--- src/rtl/dmem_access_arbiter.sv ---
// Round-robin arbiter sharing the single-port data memory between the core MEM stage
// and a DMA/loader port; one doubleword access per grant with fixed 2-cycle response.
module dmem_access_arbiter #(
    parameter logic [63:0] MEM_LIMIT   = 64'd297,
    parameter bit          ALIGN_CHECK = 1'b1,
    localparam int unsigned DW         = 64
) (
    input  logic          clk,
    input  logic          reset,

    input  logic          core_req,
    input  logic          core_we,
    input  logic [DW-1:0] core_addr,
    input  logic [DW-1:0] core_wdata,
    output logic          core_gnt,
    output logic          core_rvalid,
    output logic [DW-1:0] core_rdata,
    output logic          core_err,
    output logic          core_stall,

    input  logic          dma_req,
    input  logic          dma_we,
    input  logic [DW-1:0] dma_addr,
    input  logic [DW-1:0] dma_wdata,
    output logic          dma_gnt,
    output logic          dma_rvalid,
    output logic [DW-1:0] dma_rdata,
    output logic          dma_err,
    output logic          dma_stall,

    output logic [DW-1:0] mem_addr,
    output logic [DW-1:0] mem_wdata,
    output logic          mem_read,
    output logic          mem_write,
    input  logic [DW-1:0] mem_rdata
);

    typedef enum logic [1:0] {
        IDLE   = 2'd0,
        ACCESS = 2'd1,
        RESP   = 2'd2
    } state_t;

    typedef enum logic {
        OWN_CORE = 1'b0,
        OWN_DMA  = 1'b1
    } owner_t;

    state_t        state_q, state_d;
    owner_t        owner_q, last_owner_q;
    logic          we_q, err_q;
    logic [DW-1:0] addr_q, wdata_q, rdata_q;

    logic          grant_core, grant_dma;
    logic          sel_we, sel_err;
    logic [DW-1:0] sel_addr, sel_wdata;

    // Next state and grant decision; both requesting goes to whoever did not own last
    always_comb begin
        state_d    = state_q;
        grant_core = 1'b0;
        grant_dma  = 1'b0;
        unique case (state_q)
            IDLE: begin
                if (core_req && (!dma_req || last_owner_q == OWN_DMA)) begin
                    grant_core = 1'b1;
                    state_d    = ACCESS;
                end else if (dma_req) begin
                    grant_dma  = 1'b1;
                    state_d    = ACCESS;
                end
            end
            ACCESS:  state_d = RESP;
            RESP:    state_d = IDLE;
            default: state_d = IDLE;
        endcase
    end

    // Request mux and range/alignment check on the granted request
    always_comb begin
        sel_we    = grant_dma ? dma_we    : core_we;
        sel_addr  = grant_dma ? dma_addr  : core_addr;
        sel_wdata = grant_dma ? dma_wdata : core_wdata;
        sel_err   = (sel_addr > MEM_LIMIT) || (ALIGN_CHECK && (sel_addr[2:0] != 3'd0));
    end

    always_ff @(posedge clk) begin
        if (reset) begin
            state_q      <= IDLE;
            owner_q      <= OWN_CORE;
            last_owner_q <= OWN_DMA;
            we_q         <= 1'b0;
            err_q        <= 1'b0;
            addr_q       <= '0;
            wdata_q      <= '0;
            rdata_q      <= '0;
        end else begin
            state_q <= state_d;
            if (grant_core || grant_dma) begin
                owner_q <= grant_dma ? OWN_DMA : OWN_CORE;
                we_q    <= sel_we;
                err_q   <= sel_err;
                addr_q  <= sel_addr;
                wdata_q <= sel_wdata;
            end
            if (state_q == ACCESS) begin
                rdata_q <= (we_q || err_q) ? '0 : mem_rdata;
            end
            if (state_q == RESP) begin
                last_owner_q <= owner_q;
            end
        end
    end

    // Memory strobes only in ACCESS; reset blocks a write on the edge it is sampled
    always_comb begin
        mem_addr  = addr_q;
        mem_wdata = wdata_q;
        mem_read  = (state_q == ACCESS) && !we_q && !err_q;
        mem_write = (state_q == ACCESS) && we_q && !err_q && !reset;
    end

    always_comb begin
        core_gnt    = grant_core && !reset;
        dma_gnt     = grant_dma && !reset;
        core_rvalid = (state_q == RESP) && (owner_q == OWN_CORE);
        dma_rvalid  = (state_q == RESP) && (owner_q == OWN_DMA);
        core_rdata  = core_rvalid ? rdata_q : '0;
        dma_rdata   = dma_rvalid  ? rdata_q : '0;
        core_err    = core_rvalid && err_q;
        dma_err     = dma_rvalid  && err_q;
        core_stall  = core_req && !core_rvalid;
        dma_stall   = dma_req  && !dma_rvalid;
    end

endmodule

--- config.mk ---
export PLATFORM = sky130hd
export DESIGN_NAME = dmem_access_arbiter
export DESIGN_NICKNAME = d
export VERILOG_FILES = /design/src/rtl/dmem_access_arbiter.sv
export SDC_FILE = /design/constraint.sdc
export NUM_CORES = 1
export LEC_CHECK = 0
export ABC_CLOCK_PERIOD_IN_PS = 2700
export BUFFER_PORTS_ARGS = -buffer_cell sky130_fd_sc_hd__buf_2
export CAP_MARGIN = 20
export CORE_AREA = 3 3 231 233
export DETAILED_ROUTE_END_ITERATION = 12
export DIE_AREA = 0 0 234 236
export SYNTH_ARGS = -nofsm -noshare
export SYNTH_HDL_FRONTEND = slang
export SYNTH_SLANG_ARGS = --single-unit
--- constraint.sdc ---
create_clock -name clk -period 2.7 [get_ports clk]
set_clock_uncertainty 0.1 [all_clocks]
set_input_delay 0.81 -clock clk [delete_from_list [all_inputs] [get_ports clk]]
set_output_delay 0.81 -clock clk [all_outputs]
set_load 0.1 [all_outputs]
==> reports/qor_table.md, run 1 <==
| Metric | This run |
| --- | --- |
| Outcome | finished with violations |
| Failing checks | negative setup slack |
| Average via count per standard cell | 4.40 |
| Post-synthesis area per instance | 8.98 um2 |
| Initial core utilization | 17.7% |
| Destination of the critical timing path | dma_rdata[41] |
| #FFs+latches synth | 198 |
| CTS hold repair buffers | 0 |
| GRT busiest layer | met2 |
| GRT Total Usage | 14.0% |
| Startpoint of the most critical register-to-register path | state_q[0] |
| Final #Nets | 1896 |
| Dominant synthesized flop cell | sky130_fd_sc_hd__dfxtp_1 |
| Final count of negative-setup-slack endpoints | 48 |
| Worst ir drop on vdd | 426 uV |
| Min-delay worst type | reg2reg |
| Reg2reg end | err_q |
| Kind of start point of the critical path | register |
| Final Util | 31.3% |
| Met1 usage in global routing | 15.2% |
| Gpl congestion | 0.915 |
| First-pass DRT Iterations | 4 |
| Setup crit end kind | output pin |
| Drt wl/cell | 18.4 um |
| Full die area | 55200 um2 |
| Max-capacitance violation count | 0 |
| Post-route antenna net violation count | 0 |
| Crit path launch | state_q[0] |
| Library cell contributing the largest single delay on the critical path | sky130_fd_sc_hd__dfxtp_2 |
| Yosys warning total | 0 |
| Largest delay contributor family on the critical path | simple AND/OR/NAND/NOR gates |
| Setup repair after global routing missed its margin | true |
| Overall power of the completed layout | 9.43 mW |
| Top-level port count | 592 |
| Maximum number of pins on one net before global-route repair | 132 |
| First-pass GRT wire length | 58800 um |
| Ordered list of cells on the worst path | nand2b_4, nor2_4, buf_4, buf_12, and2_2, buf_12 |
| Leading cell type by number of instances after synthesis | sky130_fd_sc_hd__nor2_1 |
| Layout cell share with drive strength beyond 1 | 49.8% |
| Met3 global-route usage | 4.81% |
| Area of the mapped netlist | 9090 um2 |
| Latest clock arrival within the worst-skew pair | 0.47 ns |
| Initial detailed-routing violation count | 364 |
| Stages on worst setup path | 6 |
| Hold violation total from the final report | 0 |
| Multi-input logic area | 5020 um2 |
| Endpoint arrival time on the critical path | 1.82 ns |
| Placed standard-cell area | 15000 um2 |
| Register-to-register setup slack | 0.56 ns |
| Relative area change from synthesis to final layout | 77.1% |
| Synth top area share | 43.6% |
| Via count of the routed design | 9955 |
| Maximum count of clock buffers along a single path | 2 |
| Max-slew violation count | 0 |
| Share of synthesized area occupied by flip-flops and latches | 43.6% |
| Core region area | 51400 um2 |
| Clock transition at path regs | 0.07 ns |
| Commonest cells in the synthesized netlist | sky130_fd_sc_hd__nor2_1, sky130_fd_sc_hd__dfxtp_1, sky130_fd_sc_hd__a211oi_1 |
| Worst slew margin relative to its limit | 46.9% |
| Number of input and output port buffers inserted | 591 |
| Top cells by area in the synthesized netlist | sky130_fd_sc_hd__dfxtp_1, sky130_fd_sc_hd__mux2i_1, sky130_fd_sc_hd__a211oi_1, sky130_fd_sc_hd__and2_1, sky130_fd_sc_hd__nor2_1 |
| Critical path buffer and inverter count | 3 |
| Global-route congestion overflow total | 0 |
| Cells after synthesis | 1012 |
| Final period util | 101% |
| Worst setup slack after layout | -0.0344 ns |
| Min cycle time layout | 2.73 ns |
| EDFF count, synth | 0 |
| Chip width | 234 um |
| Sequential standard cell area | 3970 um2 |
| Final design area excluding fillers | 16100 um2 |
| Met2 usage in global routing | 24.6% |
| Cell type with the highest occurrence count on the critical path | sky130_fd_sc_hd__buf_12 |
| Class of the most critical setup path | reg2out |
| Antenna violations before repair | 0 |
| Maximum cell stage delay along the critical path | 0.33 ns |
| Ys async rst share | 0% |
| Number of cells on the worst reg-to-reg path | 7 |
| Highest fanout seen on the critical path | 34 |
| Vias in the first global route | 9910 |
| Netlist cell types | 31 |
| Number of buffers added by the clock tree synthesis step | 17 |
| Count of standard-cell rows | 83 |
| Pwr dens | 586 nW/um2 |
| Highest clock rate | 0.366 GHz |
| Fill cell total of the finished layout | 5322 |
| Drt drc | 0 |
| Number of sinks handled by clock tree synthesis | 198 |
| CTS tree | yes |
| Worst Max-Slew Pin Slew | 0.797 ns |
| Root Driver | sky130_fd_sc_hd__clkbuf_16 |
| H-tree depth reported by CTS | 4 |
| Req. time, crit path | 1.79 ns |
| Post-synth net total | 1338 |
| Detailed placer's ending HPWL | 31700 um |
| Cell type contributing the most total cell area after synthesis | sky130_fd_sc_hd__dfxtp_1 |
| Leakage power figure | 7.61 nW |
| Detailed-route wire length | 41700 um |
| Floorplan die height | 236 um |
worst register-to-register path, stage by stage (launching register included):
cell and delay [ns]:
sky130_fd_sc_hd__dfxtp_2 0.33, sky130_fd_sc_hd__buf_4 0.14, sky130_fd_sc_hd__nor2_2 0.22, sky130_fd_sc_hd__nand3_4 0.17
sky130_fd_sc_hd__buf_12 0.20, sky130_fd_sc_hd__or4_1 0.61, sky130_fd_sc_hd__o31ai_1 0.11, sky130_fd_sc_hd__a31oi_1 0.13
flip-flops by register name (all words and copies together), names as in the netlist:
register / flops
last_owner_q: 1
owner_q: 1
mem_wdata: 64
mem_addr: 64
state_q: 2
err_q: 1
rdata_q: 64
we_q: 1
power by group:
group          leakage (nW)  switching, mW  internal (mW)
clock                 0.299           1.31           1.37
combinational          5.67           2.60          0.785
sequential             1.63          0.166           3.20
total                  7.61           4.08           5.35
cells in the final DEF (no fill, tap or decap), types with 5 or more instances in the layout:
| cell type | instances |
|---|---|
| sky130_fd_sc_hd__buf_2 | 452 |
| sky130_fd_sc_hd__mux2i_1 | 129 |
| sky130_fd_sc_hd__buf_12 | 148 |
| sky130_fd_sc_hd__nand4_1 | 6 |
| sky130_fd_sc_hd__and2_4 | 58 |
| sky130_fd_sc_hd__a22oi_1 | 64 |
| sky130_fd_sc_hd__dfxtp_1 | 195 |
| sky130_fd_sc_hd__buf_4 | 21 |
| sky130_fd_sc_hd__clkbuf_16 | 21 |
| sky130_fd_sc_hd__nor4_1 | 26 |
| sky130_fd_sc_hd__a211oi_1 | 131 |
| sky130_fd_sc_hd__nand2_1 | 5 |
| sky130_fd_sc_hd__inv_6 | 5 |
| sky130_fd_sc_hd__and2_2 | 50 |
| sky130_fd_sc_hd__and2_1 | 22 |
| sky130_fd_sc_hd__nor2_1 | 195 |
routing by layer:
| layer | part of all wire [%] | wire length [um] | vias up |
|---|---|---|---|
| met5 | 0 | 0 | - |
| met4 | 3.2 | 1330 | 0 |
| met3 | 9.6 | 3990 | 68 |
| met2 | 50 | 20900 | 489 |
| met1 | 37 | 15400 | 4641 |
| li1 | - | - | 4757 |
cells by family after synthesis:
kind of cell	count (synthesis)	synth area share, %
flops	198	43.6
simple gates	381	20.6
buf+inv	96	4.50
mux	129	14.2
compound gates	208	17.1
worst min path at each step:
stage               endpoint  depth (start not counted)  slack [ns]           from
2_1_floorplan        owner_q                          2        0.35        owner_q
3_3_place_gp   mem_wdata[21]                          2        0.38  mem_wdata[21]
3_5_place_dp   mem_wdata[38]                          2        0.39  mem_wdata[38]
4_1_cts              owner_q                          2        0.39        owner_q
5_1_grt              owner_q                          2        0.41        owner_q
6_report             owner_q                          2        0.39        owner_q
repair_timing:
item	CTS	global route
gates resized for setup	56	20
endpoints found under the setup margin	133	134
cloned	3	6
pin swaps	18	14
setup buffers	5	4
cell type report:
class / count / area share, %
antenna: 1 / 0.0156
sequential: 198 / 24.7
clock inverter: 13 / 0.964
tap: 680 / 5.29
timing repair buffer: 633 / 35.0
clock buffer: 19 / 2.82
multi-input combinational: 718 / 31.2
inverter: 2 / 0.0467
per-stage QoR:
step                      setup TNS (ns)  hold WS (ns)  worst slack [ns]  std cells
after floorplan                   -0.320         0.350            -0.320       1012
after global placement                 0         0.384            0.0705       2213
after detailed placement               0         0.388             0.118       2213
after CTS                          -6.78         0.387            -0.103       2253
after global routing               -9.98         0.412            -0.113       2263
final                             -0.605         0.387           -0.0344       2264
No activity file was read; power rests on OpenSTA's default activity.
==> run 2: changes to the inputs <==
--- a/config.mk
+++ b/config.mk
@@ -11,6 +11,7 @@
 export CORE_AREA = 3 3 231 233
 export DETAILED_ROUTE_END_ITERATION = 12
 export DIE_AREA = 0 0 234 236
+export PLACE_DENSITY = 0.45
 export SYNTH_ARGS = -nofsm -noshare
 export SYNTH_HDL_FRONTEND = slang
 export SYNTH_SLANG_ARGS = --single-unit
==> reports/qor_table.md, run 2 (synthesized netlist as in run 1, its figures left out) <==
| Metric | This run | Change |
| --- | --- | --- |
| Post-route antenna net violation count | 0 | unchanged |
| Maximum number of pins on one net before global-route repair | 85 | was 132 |
| GRT Total Usage | 15.0% | was 14.0% |
| CTS tree | yes | unchanged |
| Class of the most critical setup path | reg2out | unchanged |
| Final #Nets | 1916 | was 1896 |
| Core region area | 51400 um2 | unchanged |
| Pre-CTS WS | 0.135 ns | was 0.118 ns |
| Maximum cell stage delay along the critical path | 0.32 ns | was 0.33 ns |
| First-pass GRT wire length | 61700 um | was 58800 um |
| Drt drc | 0 | unchanged |
| Highest clock rate | 0.368 GHz | was 0.366 GHz |
| Detailed-route wire length | 43200 um | was 41700 um |
| Top-level port count | 592 | unchanged |
| Pwr dens | 580 nW/um2 | was 586 nW/um2 |
| Fill cell total of the finished layout | 5382 | was 5322 |
| Startpoint of the most critical register-to-register path | state_q[0] | unchanged |
| Worst setup slack after layout | -0.0148 ns | was -0.0344 ns |
| Multi-input logic area | 5130 um2 | was 5020 um2 |
| First-pass DRT Iterations | 4 | unchanged |
| Min-delay worst type | reg2reg | unchanged |
| Clock transition at path regs | 0.08 ns | was 0.07 ns |
| Initial detailed-routing violation count | 319 | was 364 |
| Hold path startpoint | owner_q | unchanged |
| Via count of the routed design | 9684 | was 9955 |
| H-tree depth reported by CTS | 4 | unchanged |
| Global-route congestion overflow total | 0 | unchanged |
| Worst Max-Slew Pin Slew | 0.969 ns | was 0.797 ns |
| Sequential standard cell area | 3970 um2 | unchanged |
| Number of input and output port buffers inserted | 591 | unchanged |
| Relative area change from synthesis to final layout | 81.6% | was 77.1% |
| Setup repair after global routing missed its margin | true | unchanged |
| Final count of negative-setup-slack endpoints | 1 | was 48 |
| Req. time, crit path | 1.79 ns | about the same |
| Failing checks | negative setup slack | unchanged |
| Root Driver | sky130_fd_sc_hd__clkbuf_16 | unchanged |
| Number of sinks handled by clock tree synthesis | 198 | unchanged |
| Full die area | 55200 um2 | unchanged |
| Endpoint arrival time on the critical path | 1.80 ns | was 1.82 ns |
| Final period util | 101% | about the same |
| Max-capacitance violation count | 0 | unchanged |
| Final design area excluding fillers | 16500 um2 | was 16100 um2 |
| Outcome | finished with violations | unchanged |
| Latest clock arrival within the worst-skew pair | 0.48 ns | was 0.47 ns |
| Number of buffers added by the clock tree synthesis step | 17 | unchanged |
| Leakage power figure | 7.80 nW | was 7.61 nW |
| Crit path launch | state_q[0] | unchanged |
| Commonest cells after routing, fill and taps aside | sky130_fd_sc_hd__buf_2, sky130_fd_sc_hd__nor2_1, sky130_fd_sc_hd__dfxtp_1 | unchanged |
| Overall power of the completed layout | 9.58 mW | was 9.43 mW |
| Drt wl/cell | 18.9 um | was 18.4 um |
| Gpl congestion | 0.877 | was 0.915 |
| Kind of start point of the critical path | register | unchanged |
| Detailed placer's ending HPWL | 33400 um | was 31700 um |
| Maximum count of clock buffers along a single path | 2 | unchanged |
| Ordered list of cells on the worst path | nand2b_4, nor2_4, buf_12, clkbuf_16, and2_2, buf_12 | was nand2b_4, nor2_4, buf_4, buf_12, and2_2, buf_12 |
| Antenna violations before repair | 5 | was 0 |
| Hold violation total from the final report | 0 | unchanged |
| Floorplan die height | 236 um | unchanged |
| Vias in the first global route | 9859 | was 9910 |
| Setup crit end kind | output pin | unchanged |
| Max-slew violation count | 0 | unchanged |
| Worst slew margin relative to its limit | 35.4% | was 46.9% |
| Chip width | 234 um | unchanged |
| Cell type with the highest occurrence count on the critical path | sky130_fd_sc_hd__buf_12 | unchanged |
| Count of standard-cell rows | 83 | unchanged |
| Placed standard-cell area | 15200 um2 | was 15000 um2 |
| Min cycle time layout | 2.71 ns | was 2.73 ns |
| Highest fanout seen on the critical path | 8 | was 34 |
| CTS hold repair buffers | 0 | unchanged |
| Layout cell share with drive strength beyond 1 | 51.7% | was 49.8% |
| Library cell contributing the largest single delay on the critical path | sky130_fd_sc_hd__dfxtp_2 | unchanged |
| Average via count per standard cell | 4.24 | was 4.40 |
| Most frequent standard cell in the layout excluding fill and tap cells | sky130_fd_sc_hd__buf_2 | unchanged |
| Initial core utilization | 17.7% | unchanged |
| Worst ir drop on vdd | 396 uV | was 426 uV |
| Register-to-register setup slack | 0.65 ns | was 0.56 ns |
## run 2: report_power, final
part	total, mW	internal (mW)	switching, mW
Sequential	3.37	3.20	0.172
Combinational	3.42	0.814	2.61
Clock	2.78	1.48	1.30
Total	9.58	5.49	4.08
## run 2: worst paths after layout
path                        end  depth (start not counted)
setup / recovery  dma_rdata[60]                          6
hold / removal          owner_q                          2
setup reg to reg          err_q                          8
hold reg to reg         owner_q                          2
## run 2: area by class of cell
cell class / count / share of cell area, %
flip-flops and latches: 198 / 24.0
clock inverters: 15 / 1.18
clock buffers: 17 / 2.58
well taps: 680 / 5.16
multi-input cells: 718 / 31.1
repair buffers: 653 / 35.9
inverters: 2 / 0.0455
diodes: 1 / 0.0152
## run 2: timing repair
item,in CTS,in global routing
buffers inserted,10,2
pin swaps,22,27
endpoints found under the setup margin,132,122
gates cloned,6,5
resized for setup,82,65
## run 2: per-stage QoR
stage          utilization, %  std cells  hold slack [ns]  setup TNS, ns
6_report                 32.1       2284            0.388        -0.0148
2_1_floorplan               -       1012            0.350         -0.320
3_3_place_gp             29.5       2228            0.381              0
4_1_cts                  31.6       2276            0.382         -10.36
5_1_grt                  32.1       2284            0.409          -6.23
3_5_place_dp             29.5       2228            0.388              0
## run 2: worst max-delay path, delay by kind of cell, from the launching register on
| family | cells | cell delay [ns] |
|---|---|---|
| flip-flops | 1 | 0.32 |
| buffers and inverters | 3 | 0.51 |
| AND/OR/NAND/NOR | 3 | 0.49 |
## run 2: routing by layer
layer	vias to the layer above	share of wire, %	track usage [%]
met2	437	49	25.6
met1	4388	38	16.3
met4	4	3.9	6.81
met5	-	0.063	0
met3	67	9.4	5.60
li1	4788	-	-
==> run 3: changes to the inputs <==
--- a/config.mk
+++ b/config.mk
@@ -8,10 +8,12 @@
 export ABC_CLOCK_PERIOD_IN_PS = 2700
 export BUFFER_PORTS_ARGS = -buffer_cell sky130_fd_sc_hd__buf_2
 export CAP_MARGIN = 20
-export CORE_AREA = 3 3 231 233
+export CELL_PAD_IN_SITES_DETAIL_PLACEMENT = 1
+export CELL_PAD_IN_SITES_GLOBAL_PLACEMENT = 2
+export CORE_AREA = 2 2 232 234
 export DETAILED_ROUTE_END_ITERATION = 12
 export DIE_AREA = 0 0 234 236
-export PLACE_DENSITY = 0.45
+export PLACE_DENSITY = 0.69
 export SYNTH_ARGS = -nofsm -noshare
 export SYNTH_HDL_FRONTEND = slang
 export SYNTH_SLANG_ARGS = --single-unit
==> reports/qor_table.md, run 3 (synthesized netlist as in run 1, its figures left out) <==
| Metric | This run | Change |
| --- | --- | --- |
| Setup repair after global routing missed its margin | true | unchanged |
| Maximum count of clock buffers along a single path | 2 | unchanged |
| Reg2reg end | mem_wdata[60] | was err_q |
| Non-Filler Instances | 2287 | was 2284 |
| Outcome | finished with violations | unchanged |
| Highest signal layer in the routed design | met5 | unchanged |
| Average via count per standard cell | 4.37 | was 4.24 |
| Detailed placer's ending HPWL | 34200 um | was 33400 um |
| Hold violation total from the final report | 0 | unchanged |
| Commonest cells after routing, fill and taps aside | sky130_fd_sc_hd__buf_2, sky130_fd_sc_hd__nor2_1, sky130_fd_sc_hd__dfxtp_1 | unchanged |
| Antenna violations before repair | 7 | was 5 |
| Relative area change from synthesis to final layout | 78.4% | was 81.6% |
| Largest delay contributor family on the critical path | simple AND/OR/NAND/NOR gates | was buffers and inverters |
| Inst Count DP | 2238 | was 2228 |
| Post-route met1 wirelength | 16900 um | was 16300 um |
| Total Neg Setup Slack | -0.366 ns | was -0.0148 ns |
| Overall power of the completed layout | 9.64 mW | was 9.58 mW |
| Highest clock rate | 0.366 GHz | was 0.368 GHz |
| Cell type with the highest occurrence count on the critical path | sky130_fd_sc_hd__buf_12 | unchanged |
| Drt drc | 0 | unchanged |
| GRT Total Usage | 15.7% | was 15.0% |
| Worst Max-Slew Pin Slew | 0.795 ns | was 0.969 ns |
| Drt wl/cell | 19.8 um | was 18.9 um |
| Floorplan die height | 236 um | unchanged |
| Detailed-route wire length | 45300 um | was 43200 um |
| Worst ir drop on vdd | 338 uV | was 396 uV |
| Library cell contributing the largest single delay on the critical path | sky130_fd_sc_hd__dfxtp_2 | unchanged |
| Number of input and output port buffers inserted | 591 | unchanged |
| CTS tree | yes | unchanged |
| Final #Nets | 1903 | was 1916 |
| Class of the most critical setup path | reg2out | unchanged |
| Full die area | 55200 um2 | unchanged |
| Setup crit end kind | output pin | unchanged |
| Final period util | 101% | about the same |
| Stages on worst setup path | 6 | unchanged |
| Core region area | 53100 um2 | was 51400 um2 |
| Met3 routed wirelength | 3460 um | was 4080 um |
| Vias in the first global route | 10500 | was 9859 |
| Number of sinks handled by clock tree synthesis | 198 | unchanged |
| Worst setup slack after layout | -0.0325 ns | was -0.0148 ns |
| Final count of negative-setup-slack endpoints | 29 | was 1 |
| Min cycle time layout | 2.73 ns | was 2.71 ns |
| Root Driver | sky130_fd_sc_hd__clkbuf_16 | unchanged |
| Register-to-register setup slack | 0.64 ns | was 0.65 ns |
| Count of standard-cell rows | 85 | was 83 |
| Final Util | 30.5% | was 32.1% |
| Most frequent standard cell in the layout excluding fill and tap cells | sky130_fd_sc_hd__buf_2 | unchanged |
| Max-slew violation count | 0 | unchanged |
| Chip width | 234 um | unchanged |
| First-pass GRT wire length | 65600 um | was 61700 um |
| Req. time, crit path | 1.79 ns | about the same |
| Number of cells on the worst reg-to-reg path | 7 | was 8 |
| Initial core utilization | 17.1% | was 17.7% |
| Maximum cell stage delay along the critical path | 0.32 ns | about the same |
| Critical path buffer and inverter count | 3 | unchanged |
| Endpoint arrival time on the critical path | 1.82 ns | was 1.80 ns |
| Clock transition at path regs | 0.07 ns | was 0.08 ns |
| Worst slew margin relative to its limit | 47.0% | was 35.4% |
| Maximum number of pins on one net before global-route repair | 84 | was 85 |
| Met2 wirelength from detailed routing | 24000 um | was 21100 um |
| First-pass DRT Iterations | 4 | unchanged |
| Destination of the critical timing path | core_rdata[40] | was dma_rdata[60] |
| Leakage power figure | 7.66 nW | was 7.80 nW |
| Ordered list of cells on the worst path | nand2b_4, nor2_4, buf_12, buf_12, and2_2, buf_12 | was nand2b_4, nor2_4, buf_12, clkbuf_16, and2_2, buf_12 |
| Post-route antenna net violation count | 0 | unchanged |
| Kind of start point of the critical path | register | unchanged |
| Max-capacitance violation count | 0 | unchanged |
| H-tree depth reported by CTS | 4 | unchanged |
| Startpoint of the most critical register-to-register path | state_q[0] | unchanged |
| Via count of the routed design | 9998 | was 9684 |
| Top-level port count | 592 | unchanged |
| Failing checks | negative setup slack | unchanged |
| Gpl congestion | 0.872 | was 0.877 |
| Number of buffers added by the clock tree synthesis step | 17 | unchanged |
| Highest fanout seen on the critical path | 16 | was 8 |
| Crit path launch | state_q[0] | unchanged |
| Initial detailed-routing violation count | 321 | was 319 |
| Pwr dens | 594 nW/um2 | was 580 nW/um2 |
| Global-route congestion overflow total | 0 | unchanged |
| Layout cell share with drive strength beyond 1 | 50.6% | was 51.7% |
| Min-delay worst type | reg2reg | unchanged |
| Latest clock arrival within the worst-skew pair | 0.49 ns | was 0.48 ns |
| Pre-CTS WS | 0.208 ns | was 0.135 ns |
run 3: cell count changes in the layout (fill, tap and decap cells not counted), moves of 3 or more:
| cell | before | now |
|---|---|---|
| sky130_fd_sc_hd__and2_4 | 125 | 101 |
| sky130_fd_sc_hd__and2_2 | 3 | 18 |
| sky130_fd_sc_hd__and2_1 | 2 | 11 |
| sky130_fd_sc_hd__buf_12 | 152 | 143 |
| sky130_fd_sc_hd__buf_16 | 8 | 4 |
| sky130_fd_sc_hd__buf_4 | 32 | 28 |
| sky130_fd_sc_hd__buf_6 | 5 | 9 |
| sky130_fd_sc_hd__clkbuf_1 | 0 | 3 |
| sky130_fd_sc_hd__inv_8 | 3 | 0 |
run 3: worst min-delay path, delay by kind of cell (launching register included):
kind | cells | cell delay, ns
AOI/OAI and AO/OA | 1 | 0.06
DFF | 1 | 0.34
and+or+nand+nor | 1 | 0.05
run 3: report_power, final:
part	internal (mW)	switching, mW
registers	3.20	0.171
logic	0.797	2.63
clock network	1.61	1.24
run 3: through the flow:
step	hold WS, ns	area, um2
6_report	0.389	16200
5_1_grt	0.415	16200
4_1_cts	0.402	16000
3_5_place_dp	0.392	15000
3_3_place_gp	0.385	15000
2_1_floorplan	0.350	9210
run 3: worst min-delay path by stage:
| stage | depth (start not counted) | from | endpoint |
|---|---|---|---|
| global route | 2 | owner_q | owner_q |
| floorplan | 2 | owner_q | owner_q |
| detailed placement | 2 | mem_wdata[34] | mem_wdata[34] |
| global placement | 2 | mem_addr[21] | mem_addr[21] |
| finish | 2 | owner_q | owner_q |
| CTS | 2 | mem_wdata[34] | mem_wdata[34] |
run 3: area by class of cell:
cell class	count	area, um2
fillers	6068	36900
diodes	1	2.50
multi-input cells	718	5080
clock inverters	10	169
clock buffers	22	464
flip-flops and latches	198	3970
inverters	2	7.51
repair buffers	640	5650
well taps	696	871
run 3: per-layer routing:
metal / vias up / global-route usage, %
met2: 396 / 29.1
met4: 6 / 4.18
li1: 4745 / -
met5: - / 0
met3: 54 / 5.08
met1: 4797 / 16.9
run 3: timing repair:
action                                  CTS  global route
resized for setup                        67            60
endpoints found under the setup margin  134           125
buffers inserted                          6             1
pin swaps                                29            14
cloned                                    4             6
hold buffers                              0             0
